===== config.mk =====
export PLATFORM = sky130hd
export DESIGN_NAME = door_lock_ctrl_flat
export DESIGN_NICKNAME = d
export VERILOG_FILES = /design/src/rtl/door_lock_if.sv /design/src/rtl/door_lock_ctrl.sv /design/src/flat_wrapper.sv
export SDC_FILE = /design/constraint.sdc
export NUM_CORES = 1
export LEC_CHECK = 0
export CAP_MARGIN = 20
export CORE_UTILIZATION = 54
export CTS_BUF_LIST = sky130_fd_sc_hd__clkbuf_4 sky130_fd_sc_hd__clkbuf_8
export DETAILED_ROUTE_END_ITERATION = 10
export GPL_ROUTABILITY_DRIVEN = 0
export PLACE_DENSITY_LB_ADDON = 0.08
export SYNTH_ARGS = -nofsm -noshare
export SYNTH_HDL_FRONTEND = slang
export SYNTH_SLANG_ARGS = --single-unit

===== constraint.sdc =====
create_clock -name clk -period 2 [get_ports clk]
set_clock_uncertainty 0.05 [all_clocks]
set_input_delay 0.4 -clock clk [delete_from_list [all_inputs] [get_ports clk]]
set_output_delay 0.4 -clock clk [all_outputs]
set_load 0.02 [all_outputs]

===== src/rtl/door_lock_if.sv =====
// Key-event and status bundle between the keyboard/game side and the door lock controller.
// The master drives game state and key strobes; the slave (lock controller) reports status.
interface door_lock_if;
  logic [3:0] state;
  logic       key_valid;
  logic [3:0] key_code;
  logic       key_enter;
  logic       key_clear;
  logic       isLocked;
  logic       unlock_pulse;
  logic       lockout;
  logic [3:0] fail_cnt;
  logic [3:0] digit_cnt;

  modport master (
    output state, key_valid, key_code, key_enter, key_clear,
    input  isLocked, unlock_pulse, lockout, fail_cnt, digit_cnt
  );

  modport slave (
    input  state, key_valid, key_code, key_enter, key_clear,
    output isLocked, unlock_pulse, lockout, fail_cnt, digit_cnt
  );
endinterface


===== src/rtl/door_lock_ctrl.sv =====
// Code-entry lock for the STAGE1 door: buffers digit keys, checks them on ENTER,
// opens the door on a match and imposes a timed lockout after repeated wrong codes.
module door_lock_ctrl #(
  parameter int unsigned           CODE_LEN     = 4,
  parameter logic [4*CODE_LEN-1:0] CODE         = 16'h1234,
  parameter int unsigned           MAX_FAIL     = 3,
  parameter int unsigned           LOCKOUT_CYC  = 100000000,
  parameter logic [3:0]            ACTIVE_STATE = 4'd2
) (
  input  logic        clk,
  input  logic        rst,
  door_lock_if.slave  io
);

  localparam int unsigned   BW     = 4 * CODE_LEN;
  localparam int unsigned   TW     = $clog2(LOCKOUT_CYC + 1);
  localparam logic [TW-1:0] T_LAST = TW'(LOCKOUT_CYC - 1);
  localparam logic [TW-1:0] T_ONE  = TW'(1);
  localparam logic [3:0]    LEN4   = 4'(CODE_LEN);
  localparam logic [3:0]    MAXF4  = 4'(MAX_FAIL);

  typedef enum logic [2:0] {
    S_IDLE,
    S_ENTRY,
    S_CHECK,
    S_OPEN,
    S_LOCKOUT
  } fsm_e;

  fsm_e          fsm_q, fsm_d;
  logic [BW-1:0] buf_q, buf_d;
  logic [3:0]    digit_q, digit_d;
  logic [3:0]    fail_q, fail_d;
  logic [TW-1:0] timer_q, timer_d;
  logic          locked_q, locked_d;
  logic          pulse_q, pulse_d;
  logic          lockout_q, lockout_d;

  logic          active;
  logic          pass;
  logic [3:0]    fail_inc;

  assign active   = (io.state == ACTIVE_STATE);
  assign pass     = (digit_q == LEN4) && (buf_q == CODE);
  assign fail_inc = (fail_q == 4'hF) ? fail_q : fail_q + 4'd1;

  always_comb begin
    // NOTE: every signal gets a default before the case so no path leaves it unassigned (no latches).
    fsm_d     = fsm_q;
    buf_d     = buf_q;
    digit_d   = digit_q;
    fail_d    = fail_q;
    timer_d   = timer_q;
    locked_d  = 1'b1;
    pulse_d   = 1'b0;
    lockout_d = 1'b0;

    if (!active) begin
      fsm_d   = S_IDLE;
      buf_d   = '0;
      digit_d = '0;
      fail_d  = '0;
      timer_d = '0;
    end else begin
      unique case (fsm_q)
        S_IDLE: begin
          fsm_d   = S_ENTRY;
          buf_d   = '0;
          digit_d = '0;
          fail_d  = '0;
          timer_d = '0;
        end
        S_ENTRY: begin
          if (io.key_clear) begin
            buf_d   = '0;
            digit_d = '0;
          end else if (io.key_enter) begin
            fsm_d = S_CHECK;
          end else if (io.key_valid && io.key_code <= 4'd9 && digit_q < LEN4) begin
            buf_d   = (buf_q << 4) | BW'(io.key_code);
            digit_d = digit_q + 4'd1;
          end
        end
        S_CHECK: begin
          if (pass) begin
            fsm_d = S_OPEN;
          end else begin
            fail_d  = fail_inc;
            buf_d   = '0;
            digit_d = '0;
            if (fail_inc >= MAXF4) begin
              fsm_d     = S_LOCKOUT;
              lockout_d = 1'b1;
              timer_d   = '0;
            end else begin
              fsm_d = S_ENTRY;
            end
          end
        end
        S_OPEN: begin
          // locked_q is still high only in the first OPEN cycle, which yields the single pulse
          locked_d = 1'b0;
          pulse_d  = locked_q;
        end
        S_LOCKOUT: begin
          if (timer_q == T_LAST) begin
            fsm_d   = S_ENTRY;
            fail_d  = '0;
            timer_d = '0;
          end else begin
            timer_d   = timer_q + T_ONE;
            lockout_d = 1'b1;
          end
        end
        default: fsm_d = S_IDLE;
      endcase
    end
  end

  always_ff @(posedge clk) begin
    // NOTE: state registers use non-blocking assignments so all flops update from the same pre-edge values.
    if (rst) begin
      fsm_q     <= S_IDLE;
      buf_q     <= '0;
      digit_q   <= '0;
      fail_q    <= '0;
      timer_q   <= '0;
      locked_q  <= 1'b1;
      pulse_q   <= 1'b0;
      lockout_q <= 1'b0;
    end else begin
      fsm_q     <= fsm_d;
      buf_q     <= buf_d;
      digit_q   <= digit_d;
      fail_q    <= fail_d;
      timer_q   <= timer_d;
      locked_q  <= locked_d;
      pulse_q   <= pulse_d;
      lockout_q <= lockout_d;
    end
  end

  assign io.isLocked     = locked_q;
  assign io.unlock_pulse = pulse_q;
  assign io.lockout      = lockout_q;
  assign io.fail_cnt     = fail_q;
  assign io.digit_cnt    = digit_q;

endmodule


===== src/flat_wrapper.sv =====
// flat-port wrapper written by rule: the top's interface ports become plain ports
module door_lock_ctrl_flat 
#(
  parameter int unsigned           CODE_LEN     = 4,
  parameter logic [4*CODE_LEN-1:0] CODE         = 16'h1234,
  parameter int unsigned           MAX_FAIL     = 3,
  parameter int unsigned           LOCKOUT_CYC  = 100000000,
  parameter logic [3:0]            ACTIVE_STATE = 4'd2
)
  (clk, rst, io_state, io_key_valid, io_key_code, io_key_enter, io_key_clear, io_isLocked, io_unlock_pulse, io_lockout, io_fail_cnt, io_digit_cnt);
  door_lock_if io_i ();
  input  logic clk;
  input  logic rst;
  input wire logic [$bits(io_i.state)-1:0] io_state;
  input wire logic [$bits(io_i.key_valid)-1:0] io_key_valid;
  input wire logic [$bits(io_i.key_code)-1:0] io_key_code;
  input wire logic [$bits(io_i.key_enter)-1:0] io_key_enter;
  input wire logic [$bits(io_i.key_clear)-1:0] io_key_clear;
  output wire logic [$bits(io_i.isLocked)-1:0] io_isLocked;
  output wire logic [$bits(io_i.unlock_pulse)-1:0] io_unlock_pulse;
  output wire logic [$bits(io_i.lockout)-1:0] io_lockout;
  output wire logic [$bits(io_i.fail_cnt)-1:0] io_fail_cnt;
  output wire logic [$bits(io_i.digit_cnt)-1:0] io_digit_cnt;
  assign io_i.state = io_state;
  assign io_i.key_valid = io_key_valid;
  assign io_i.key_code = io_key_code;
  assign io_i.key_enter = io_key_enter;
  assign io_i.key_clear = io_key_clear;
  assign io_isLocked = io_i.isLocked;
  assign io_unlock_pulse = io_i.unlock_pulse;
  assign io_lockout = io_i.lockout;
  assign io_fail_cnt = io_i.fail_cnt;
  assign io_digit_cnt = io_i.digit_cnt;
  door_lock_ctrl #(.CODE_LEN(CODE_LEN), .CODE(CODE), .MAX_FAIL(MAX_FAIL), .LOCKOUT_CYC(LOCKOUT_CYC), .ACTIVE_STATE(ACTIVE_STATE)) u_core (.clk(clk), .rst(rst), .io(io_i));
endmodule

# Word level (Yosys, flattened, before mapping)
# Cells that the tools add are included.
[classes]
mux = 29
magnitude_cmp = 3
add_sub_neg = 3
n_reduce_logical = 12
bitwise_logic = 3
n_eq_ne = 16
[op_table]
columns = ["op", "n"]
rows = [
  ["two-way mux 27 bit", 3],
  ["case mux 27 bit (3 select lines)", 1],
  ["two-way mux 16 bit", 4],
  ["case mux 16 bit (3 select lines)", 1],
  ["two-way mux 4 bit", 7],
  ["adder 27 x 1 -> 27 bit (second input constant)", 1],
  ["equality test 27 bit (second input constant)", 1],
  ["case mux 4 bit (3 select lines)", 2],
  ["equality test 16 x 13 -> 1 bit (second input constant)", 1],
  ["OR 16 x 4 -> 16 bit", 1],
  ["two-way mux 3 bit", 5],
  ["case mux 3 bit (5 select lines)", 1],
  ["adder 4 x 1 -> 4 bit (second input constant)", 2],
  ["AND reduction 4 bit", 2],
  ["equality test 3 x 2 -> 1 bit (second input constant)", 2],
  ["!= test 2 bit (second input constant)", 3],
  ["AND reduction 3 bit", 2],
  ["nonzero test 3 bit", 2],
  ["equality test 4 x 2 -> 1 bit (second input constant)", 1],
  ["equality test 4 x 3 -> 1 bit (second input constant)", 1],
  ["equality test 4 bit (second input constant)", 1],
  [">= comparator 4 x 2 -> 1 bit (second input constant)", 1],
  ["<= comparator 4 bit (second input constant)", 1],
  ["< comparator 4 x 3 -> 1 bit (second input constant)", 1],
  ["12 further kinds", 19],
]
[word_totals]
out_inout_bits = 11
word_cells = 74
ff_bits = 57

# Longest topological paths before layout
# Gate-level depths: netlist of the first run.
[depth]
depth_word = 7
mapped_depth = 10

# Worst setup path before layout of the first run
# OpenSTA, ideal clock, no wires.
[synth_timing]
kind = "register to register"
startpoint = "register u_core.digit_q[0] (netlist: u_core.io.digit_cnt[0])"
endpoint = "register u_core.digit_q[3] (netlist: u_core.io.digit_cnt[3])"
slack_ps = -173
required_time_ps = 1822
period_less_slack_ps = 2173
n_path_buf = 2
path_stages_with_launch = 11
arrival_time_ps = 1995
cell_sequence = "dfxtp_1 > inv_1 > ha_1 > and4bb_2 > nand3_2 > or3_4 > and3b_1 > buf_6 > buf_6 > a41oi_1 > nor2_1"
[synth_via]
elab_chain_cells = 5
[synth_rtl]
columns = ["element", "line", "rtl"]
rows = [
  ["start: declaration", "door_lock_ctrl.sv:32", "logic [3:0] digit_q, digit_d;"],
  ["start signal: assignment", "door_lock_ctrl.sv:134", "digit_q <= digit_d;"],
  ["adder 4 x 1 -> 4 bit", "door_lock_ctrl.sv:81", "digit_d = digit_q + 4'd1;"],
  ["two-way mux 4 bit", "door_lock_ctrl.sv:79", "end else if (io.key_valid && io.key_code <= 4'd9 && digit_q < LEN4) begin"],
  ["two-way mux 4 bit", "door_lock_ctrl.sv:77", "end else if (io.key_enter) begin"],
  ["two-way mux 4 bit", "door_lock_ctrl.sv:74", "if (io.key_clear) begin"],
  ["case mux 4 bit (3 select lines)", "door_lock_ctrl.sv:65", "unique case (fsm_q)"],
]
# Several ways; a longest one is shown, not always the timed one. The select of a mux whose other input is x is not followed.
# A chain may end at the register's enable or synchronous reset.

# Worst setup path after layout of the first run
[layout_timing]
startpoint = "register u_core.digit_q[0] (netlist: u_core.io.digit_cnt[0])"
endpoint = "register u_core.digit_q[2] (netlist: u_core.io.digit_cnt[2])"
# The elaborated chain is that of the path after synthesis.

==> run_results.csv, run 1 <==
group,metric,value,unit
setup_path,worstPathMaxFanout,11,
timing,grt_setup_unrepaired,"true",
clock_network,htree_levels,3,
setup_path,crit_chain,"inv_4 -> ha_4 -> and4bb_2 -> nand3_2 -> or3_4 -> and3b_2 -> buf_12 -> a21bo_1 -> a21oi_1",
drt,wl,7.27,mm
drt,highest_layer,"met4",
synthesis,synthArstFlopShare,0,%
setup_path,cp.arrival,2250,ps
setup_path,critical-path-top-delay-family,"simple AND/OR/NAND/NOR gates",
timing,max_freq,0.496,GHz
synthesis,synth-main-ff-cell,"dfxtp_1",
synthesis,ys_seq_elements,57,
synthesis,yosys-top-cells-count,"dfxtp_1 (57), nor2_1 (53), nand3_1 (18), mux2i_1 (17), a21oi_1 (16)",
floorplanning,pin_count,24,
floorplanning,die_area,5730,um2
global_route,antenna_found_initial,0,
outcome,outcome,"complete, but fails checks",
synthesis,synth-simple-area-share,30.1,%
placement,place_area,3580,um2
drt,routedWlPerCell,15.2,um
worst_hold_path,hold_start,"u_core.io.isLocked",
floorplanning,core,5170,um2
synthesis,synth_fa_ha_area_share,1.71,%
finish,layout-drive-gt1-share,30.2,%
drt,drt_pass1_iterations,4,
clock_network,clock_sinks,57,
drt,met2WireLength,3.52,mm
synthesis,synth.largest_area_cell,"dfxtp_1",
placement,portBuffers,23,
drt,via_per_inst,5.58,
synthesis,yosysWarnings,0,
drt,dr_wl_met3,318,um
clock_network,cts_tree,"yes",
finish,area_growth,36.7,%
outcome,violations,"setup timing",
synthesis,syn_nets,347,
timing,slew_headroom,72.4,%
synthesis,synth_edf_count,0,
global_route,grt_max_degree,21,
drt,ant_nets,0,
timing,finalWorstSetupSlack,-14.2,ps
drt,via_count,2661,
timing,finalMaxSlewViolations,0,
flow_run,drv_cap,0,
global_route,overflow,0,
synthesis,synth_top_family_by_area,"simple AND/OR/NAND/NOR gates",
floorplanning,initial_core_util,56.7,%
pwr,vdd_drop_max,0.000482,V
synthesis,yosysSeqAreaShare,38.9,%
finish,final_core_util,77.5,%
synthesis,synth.most_common_cell,"dfxtp_1",
finish,stdcell_area,4010,um2
setup_path,worstSetupEndpointType,"register",
floorplanning,die_y,75.7,um
global_route,grt_pass1_wl,11.3,mm
setup_path,critical_path.slowest_cell,"dfxtp_4",
finish,antenna_cells,0,
timing,fin_crit,2010,ps
worst_hold_path,hold_path.class,"register to register",
setup_path,max_stage_delay,350,ps
pwr,p_per_area,574,nW/um2
drt,wl_met1,3.28,mm
synthesis,ys_types,65,
synthesis,yosys.area.top_type_share,38.9,%
synthesis,netlist_area,2930,um2
synthesis,synthTopCellsByArea,"dfxtp_1 (39%), nor2_1 (6.8%), mux2i_1 (5.8%)",
clock_network,insertion_delay,350,ps
synthesis,synthMuxAreaShare,5.80,%
finish,nNetsFinal,419,
setup_path,criticalPathCategory,"register to register",
pwr,p_leak,1.57,nW
timing,setup_tns,-14.2,ps
setup_path,critical_path_buf_inv_count,2,
synthesis,netlist_instances,330,
setup_path,critPathLaunch,"u_core.io.digit_cnt[0]",
finish,nFillCells,346,
clock_network,ctsRootBufferMaster,"clkbuf_8",
timing,worst_slew_pin_slew,414,ps
timing,hold_viol,0,
synthesis,synth_xor_xnor_area_share,5.68,%
floorplanning,rows,26,
timing,setup_viol,1,
setup_path,startpoint_type,"register",
setup_path,r2r-start,"u_core.io.digit_cnt[0]",
setup_path,required,2230,ps
placement,dp_hpwl,4.84,mm
clock_network,cts_buffers,9,
global_route,grt_use_total,26.8,%
clock_network,clkTransAtPathRegs,80,ps
clock_network,clock_path_buffers,2,
synthesis,synth_compound_area_share,12.8,%
global_route,first_global_vias,2516,
synthesis,syn_avg_cell_area,8.88,um2
drt,drtIter0Drc,152,
floorplanning,die_w,75.7,um
drt,drcViolationCount,0,
timing,fin_crit_sh,101,%
[through the flow]
step	hold slack [ps]	setup WS (ps)	total power [W]	cells
after CTS	384	-31.8	0.00232	471
after floorplan	402	-40.5	0.00118	330
after global placement	364	-110	0.00121	453
after global routing	420	-79.3	0.00237	477
final	381	-14.2	0.00230	477
after detailed placement	373	-164	0.00121	453
[worst paths after layout]
kind / cells after the start / endpoint / slack (ps)
setup / recovery: 9 / u_core.io.digit_cnt[2] / -10
hold / removal: 2 / u_core.io.unlock_pulse / 380
setup reg to reg: 9 / u_core.io.digit_cnt[2] / -10
hold reg to reg: 2 / u_core.io.unlock_pulse / 380
[kinds of logic after synthesis]
group / Yosys count
DFF: 57
and+or+nand+nor: 159
xor gates and xnor gates: 19
muxes: 17
AOI/OAI and AO/OA: 51
adders and majority gates: 4
buffers and inverters: 23
[final cells by class]
cell class	count	area (um2)	area share [%]
multi-input combinational	251	1810	45.0
sequential	57	1170	29.2
timing repair buffer	76	716	17.9
clock buffer	9	124	3.09
tap	70	87.6	2.18
clock inverter	7	78.8	1.97
inverter	7	28.8	0.718
[metal layers]
metal  vias to the layer above  GRT usage [%]
met2                        77           43.5
met5                         -              0
met3                        17           7.41
li1                       1342              -
met1                      1225           33.1
met4                         0           13.0
[worst register-to-register path, stage by stage, from the launching register on]
cell	delay [ps]
dfxtp_4	350
inv_4	50
ha_4	120
and4bb_2	230
nand3_2	90
or3_4	350
and3b_2	260
buf_12	160
a21bo_1	190
a21oi_1	100
[timing repair]
item                                    4_1_cts  5_1_grt
hold buffers                                  0        0
gates cloned                                  1        2
resized for setup                            12       25
pin swaps                                     4        6
endpoints found under the setup margin       23       53
buffers inserted                              1        4
[cells in the final DEF (no fill, tap or decap), types with 8 or more instances in the layout]
| master | count |
|---|---|
| buf_4 | 44 |
| dfxtp_1 | 47 |
| nand4_1 | 13 |
| nand2_1 | 13 |
| clkdlybuf4s50_1 | 21 |
| o21ai_0 | 8 |
| xor2_1 | 8 |
| xnor2_1 | 11 |
| mux2i_1 | 17 |
| nand3_1 | 17 |
| clkbuf_8 | 9 |
| nor3_1 | 9 |
| a21oi_1 | 13 |
| nor2_1 | 50 |
[state kept, by name (all words and copies together), names as in the netlist]
name	flops
u_core.fsm_q	3
u_core.io.fail_cnt	4
u_core.buf_q	16
u_core.io.unlock_pulse	1
u_core.io.lockout	1
u_core.io.isLocked	1
u_core.io.digit_cnt	4
u_core.timer_q	27
[where the power goes]
| group | leakage [nW] | internal, W | switching, W | total, W |
|---|---|---|---|---|
| clock | 0.0925 | 0.000584 | 0.000527 | 0.00111 |
| sequential | 0.466 | 0.00113 | 0.000000608 | 0.00113 |
| combinational | 1.01 | 0.0000379 | 0.0000233 | 0.0000612 |
Note: power is estimated with default switching activity, not from simulation.
==> inputs of run 2 (changes only) <==
--- a/config.mk
+++ b/config.mk
@@ -6,7 +6,7 @@
 export NUM_CORES = 1
 export LEC_CHECK = 0
 export CAP_MARGIN = 20
-export CORE_UTILIZATION = 54
+export CORE_UTILIZATION = 45
 export CTS_BUF_LIST = sky130_fd_sc_hd__clkbuf_4 sky130_fd_sc_hd__clkbuf_8
 export DETAILED_ROUTE_END_ITERATION = 10
 export GPL_ROUTABILITY_DRIVEN = 0
==> run 2 against run 1 <==
Against the previous run:
- non-clock buffer count rose by 13
- the run still ends with setup timing left
- setup slack lost 81 ps
- sequential share of layout area decreased by 2.3 points
- via count is 5.8% higher
- final cell count up 4.2%
- global-route usage fell by 5.1 points
- sequential power about the same
- die area rose by 19%
- largest cell class unchanged
- wire length grew 13%
- clock-buffer cell count unchanged
==> run_results.csv, run 2 (synthesis gave the netlist of run 1 again) <==
group,metric,value,unit
pwr,p_total,0.00243,W
setup_path,max_stage_delay,390,ps
worst_hold_path,hold_start,"u_core.io.isLocked",
timing,fin_crit,2100,ps
floorplanning,core,6310,um2
floorplanning,die_y,82.7,um
worst_hold_path,holdPathEnd,"u_core.io.unlock_pulse",
finish,regMostFlops,"u_core.timer_q",
finish,nNetsFinal,432,
setup_path,critical-path-top-delay-family,"simple AND/OR/NAND/NOR gates",
timing,grt_setup_unrepaired,"true",
outcome,violations,"setup timing",
timing,worst_slew_pin_slew,467,ps
pwr,vdd_drop_max,0.000468,V
finish,layout_common_cells,"buf_4 (49), dfxtp_1 (47), nor2_1 (40)",
finish,final_common_cell,"buf_4",
global_route,antenna_found_initial,0,
pwr,p_seq_share,46.3,%
setup_path,rr_endpoint,"u_core.io.digit_cnt[2]",
floorplanning,rows,29,
drt,drtIter0Drc,157,
placement,portBuffers,23,
finish,multiInputGateArea,1940,um2
clock_network,cts_buffers,9,
clock_network,clkTransAtPathRegs,70,ps
clock_network,ctsRootBufferMaster,"clkbuf_8",
finish,layout-drive-gt1-share,38.1,%
timing,finalWorstSetupSlack,-95.1,ps
placement,post-place-ws,-174,ps
timing,max_freq,0.477,GHz
placement,placed_cells,465,
drt,drt_pass1_iterations,4,
floorplanning,pin_count,24,
drt,wl,8.23,mm
floorplanning,die_area,6840,um2
clock_network,clock_path_buffers,2,
drt,ant_nets,0,
setup_path,rr_worst_depth,9,
setup_path,crit_chain,"inv_2 -> ha_4 -> and4bb_2 -> nand3_4 -> or3_4 -> and3b_2 -> buf_12 -> a21bo_1 -> a21oi_2",
timing,hold_slack,374,ps
drt,routedWlPerCell,16.6,um
pwr,p_leak,1.66,nW
clock_network,hold_buffers,0,
pwr,p_per_area,558,nW/um2
finish,nFillCells,468,
clock_network,htree_levels,3,
finish,final_cells,497,
setup_path,cp.arrival,2320,ps
finish,largest_reg_flops,27,
drt,drcViolationCount,0,
finish,reg.largest.list,"u_core.timer_q: 27 flops, u_core.buf_q: 16 flops",
setup_path,worstPathMaxFanout,6,
global_route,first_global_vias,2459,
pwr,pwr-share-clk,50.9,%
pwr,p_int,0.00188,W
setup_path,criticalPathCategory,"register to register",
setup_path,ff2ff_setup_slack,-100,ps
global_route,grt_use_total,21.8,%
timing,slew_headroom,68.6,%
clock_network,cts_tree,"yes",
clock_network,insertion_delay,350,ps
finish,antenna_cells,0,
drt,via_count,2816,
outcome,outcome,"complete, but fails checks",
timing,finalMaxSlewViolations,0,
timing,hold_viol,0,
worst_hold_path,holdPathStages,2,
clock_network,clock_sinks,57,
finish,seq_area,1170,um2
setup_path,startpoint_type,"register",
pwr,switching_share,22.7,%
placement,dp_hpwl,4.77,mm
setup_path,r2r-start,"u_core.io.digit_cnt[1]",
setup_path,critical_path.slowest_cell,"or3_4",
setup_path,critical_path_buf_inv_count,2,
floorplanning,die_w,82.7,um
drt,via_per_inst,5.67,
pwr,switching_power,0.000552,W
flow_run,drv_cap,0,
finish,area_growth,48.6,%
global_route,grt_pass1_wl,11.2,mm
floorplanning,initial_core_util,46.4,%
pwr,comb_power_share,2.8,%
timing,fin_crit_sh,105,%
timing,setup_viol,49,
setup_path,critPathLaunch,"u_core.io.digit_cnt[1]",
worst_hold_path,hold_path.class,"register to register",
setup_path,worstSetupEndpointType,"register",
global_route,grt_max_degree,21,
setup_path,required,2230,ps
global_route,overflow,0,
[run 2: cell type report]
type / count / area share [%]
multi-input combinational: 251 / 44.6
sequential: 57 / 26.9
timing repair buffer: 89 / 20.5
clock buffer: 9 / 2.84
clock inverter: 7 / 2.36
tap: 77 / 2.21
inverter: 7 / 0.603
[run 2: how the worst max path moves through the flow]
| stage | to | depth (start not counted) | slack (ps) |
|---|---|---|---|
| after global placement | u_core.buf_q[6] | 8 | -120 |
| after floorplan | u_core.buf_q[10] | 10 | -40 |
| after detailed placement | u_core.buf_q[8] | 8 | -170 |
| after global routing | u_core.io.fail_cnt[0] | 7 | -180 |
| after CTS | u_core.io.digit_cnt[2] | 9 | -90 |
| final | u_core.io.digit_cnt[2] | 9 | -100 |
[run 2: what timing repair did]
action,CTS,global route
pin swaps,3,29
endpoints found under the setup margin,41,52
setup buffers,0,8
resized for setup,7,65
gates cloned,1,7
[run 2: routing by layer]
layer / up-vias / GRT usage, % / part of all wire (%)
met5: - / 0 / 0
met4: 0 / 11.7 / 2.1
met3: 21 / 3.63 / 4.4
met2: 86 / 35.9 / 49
met1: 1339 / 26.9 / 45
li1: 1370 / - / -
[run 2: worst reg2reg max path: stages (launching register included)]
cell      delay, ps
dfxtp_4         350
inv_2            60
ha_4            120
and4bb_2        250
nand3_4          90
or3_4           390
and3b_2         280
buf_12          160
a21bo_1         170
a21oi_2         110
[run 2: through the flow]
stage	setup TNS [ps]	instance area, um2	util (%)
2_1_floorplan	-709	2990	-
6_report	-1830	4360	69.0
3_3_place_gp	-2920	3640	57.6
4_1_cts	-393	3920	62.1
5_1_grt	-5980	4360	69.0
3_5_place_dp	-3730	3640	57.6
[run 2: power groups by stage]
stage / combinational, W / clock (W) / sequential (W)
after CTS: 0.0000617 / 0.00125 / 0.00113
final: 0.0000680 / 0.00124 / 0.00113
after floorplan: 0.0000198 / 0 / 0.00116
after global routing: 0.0000731 / 0.00131 / 0.00113
after global placement: 0.0000599 / 0 / 0.00116
after detailed placement: 0.0000598 / 0 / 0.00116
==> variant, RTL diff (settings of run 1) <==
`LOCKOUT_CYC` is set to 100000000 in 2 places; all go to 400000000.
--- a/src/rtl/door_lock_ctrl.sv
+++ b/src/rtl/door_lock_ctrl.sv
@@ -4,7 +4,7 @@
   parameter int unsigned           CODE_LEN     = 4,
   parameter logic [4*CODE_LEN-1:0] CODE         = 16'h1234,
   parameter int unsigned           MAX_FAIL     = 3,
-  parameter int unsigned           LOCKOUT_CYC  = 100000000,
+  parameter int unsigned           LOCKOUT_CYC  = 400000000,
   parameter logic [3:0]            ACTIVE_STATE = 4'd2
 ) (
   input  logic        clk,
--- a/src/flat_wrapper.sv
+++ b/src/flat_wrapper.sv
@@ -4,7 +4,7 @@
   parameter int unsigned           CODE_LEN     = 4,
   parameter logic [4*CODE_LEN-1:0] CODE         = 16'h1234,
   parameter int unsigned           MAX_FAIL     = 3,
-  parameter int unsigned           LOCKOUT_CYC  = 100000000,
+  parameter int unsigned           LOCKOUT_CYC  = 400000000,
   parameter logic [3:0]            ACTIVE_STATE = 4'd2
 )
   (clk, rst, io_state, io_key_valid, io_key_code, io_key_enter, io_key_clear, io_isLocked, io_unlock_pulse, io_lockout, io_fail_cnt, io_digit_cnt);
Check against the original RTL: no difference found for any inputs over 10 cycles, from zero or initial values; that may be too few to reach the edited logic, so the function may still have changed.
==> variant against run 1 <==
The flow still finishes with violations (negative setup slack); clock power up 11%; critical path depth down 2; count of clock-buffer cells in the layout up 1; worst setup slack worse by 0.13 ns; sequential cell count up 2; sequential power up 4%; total power up 7.5%; design area up 9.3%; routed wire length up 30%; synthesized area down 2.4%; cell count up 12%; hold slack better by 0.024 ns; critical path type unchanged; critical endpoint is now u_core.timer_q[5]; largest power group is now the clock network.
==> variant: results (changes against run 1) <==
| Metric | Value |
|---|---|
| R2r setup slk | `-0.15 ns (-0.13 ns)` |
| Largest net degree at the start of global routing | `24 (+14%)` |
| Leak | `1.64 nW (+4.5%)` |
| Worst VDD drop | `0.000535 V (+11%)` |
| Compound-Gate Fraction of Synth Area | `0.148 (+0.0207)` |
| Top cells by count, synth | `dfxtp_1, nand2_1, nor2_1, a21oi_1, nand3_1` |
| Synthesized instance count | `347 (+5.2%)` |
| Netlist cell types | `47 (-28%)` |
| Biggest regs | `u_core.timer_q x29, u_core.buf_q x16` |
| Iteration-0 DRC count of the detailed router | `206 (+36%)` |
| M1 WL | `3.67 mm (+12%)` |
| Vias in the first global route | `2823 (+12%)` |
| Slowest CP cell | `a2111oi_4` |
| Failing checks | `negative setup slack` |
| Drt wl/cell | `17.6 microns (+16%)` |
| Via density | `5.93 (+6.2%)` |
| Placed Area | `3880 sq um (+8.4%)` |
| Worst path arrival time | `2.35 ns (+0.10 ns)` |
| Setup ws final | `-0.147 ns (-0.133 ns)` |
| WL met3 | `502 microns (+58%)` |
| Detailed placement HPWL | `5.46 mm (+13%)` |
| First-pass GRT wire length | `13.0 mm (+15%)` |
| Gr usage total | `0.311 (+0.0426)` |
| M2 GR Usage | `0.546 (+0.111)` |
| Placed Cells | `512 (+13%)` |
| Outcome | `finished with violations` |
| Final setup viols | `29 (+28)` |
| Largest stage delay, worst path | `0.51 ns (+0.16 ns)` |
| Setup Total Neg Slack | `-1.88 ns (-1.86 ns)` |
-- variant: cell types whose count changed in the layout (fill, tap and decap cells not counted), sizes merged, moves of 4 or more --
| cell | change |
|---|---|
| a21oi | +13 |
| mux2i | -13 |
| buf | +41 |
| nor2 | -11 |
| xnor2 | -4 |
| xor2 | +6 |
| nand2 | +35 |
-- variant: worst paths after layout --
path	end	startpoint
setup / recovery	u_core.timer_q[5]	u_core.io.fail_cnt[0]
hold / removal	u_core.io.unlock_pulse	u_core.io.isLocked
setup reg to reg	u_core.timer_q[5]	u_core.io.fail_cnt[0]
hold reg to reg	u_core.io.unlock_pulse	u_core.io.isLocked
-- variant: repair_timing --
item,CTS,global route
pin swaps,12,13
endpoints found under the setup margin,53,54
cloned,0,1
buffers inserted,4,3
resized for setup,27,24
-- variant: worst register-to-register path: stages, from the launching register on --
cell,delay (ns)
dfxtp_4,0.36
a21bo_1,0.22
a2111oi_4,0.51
o21bai_4,0.23
a211oi_2,0.09
a211o_1,0.27
buf_12,0.17
nor2_1,0.16
-- variant: cell families after synthesis --
logic type / after synthesis
muxes: 4
xor gates and xnor gates: 21
adders and majority gates: 4
buffers and inverters: 19
AOI/OAI and AO/OA: 63
DFF: 59
and+or+nand+nor: 177
-- variant: final cells by class --
class / count / area [sq um] / share of cell area
flip-flops and latches: 59 / 1200 / 0.275
well taps: 70 / 87.6 / 0.0200
clock inverters: 6 / 87.6 / 0.0200
multi-input cells: 269 / 1840 / 0.420
repair buffers: 116 / 1000 / 0.228
clock buffers: 10 / 138 / 0.0314
inverters: 6 / 22.5 / 0.00514
-- variant: report_power, final --
part	leakage [nW]	internal [mW]	switching [mW]
registers	0.482	1.17	0.000238
clock network	0.113	0.735	0.499
logic	1.05	0.0413	0.0263
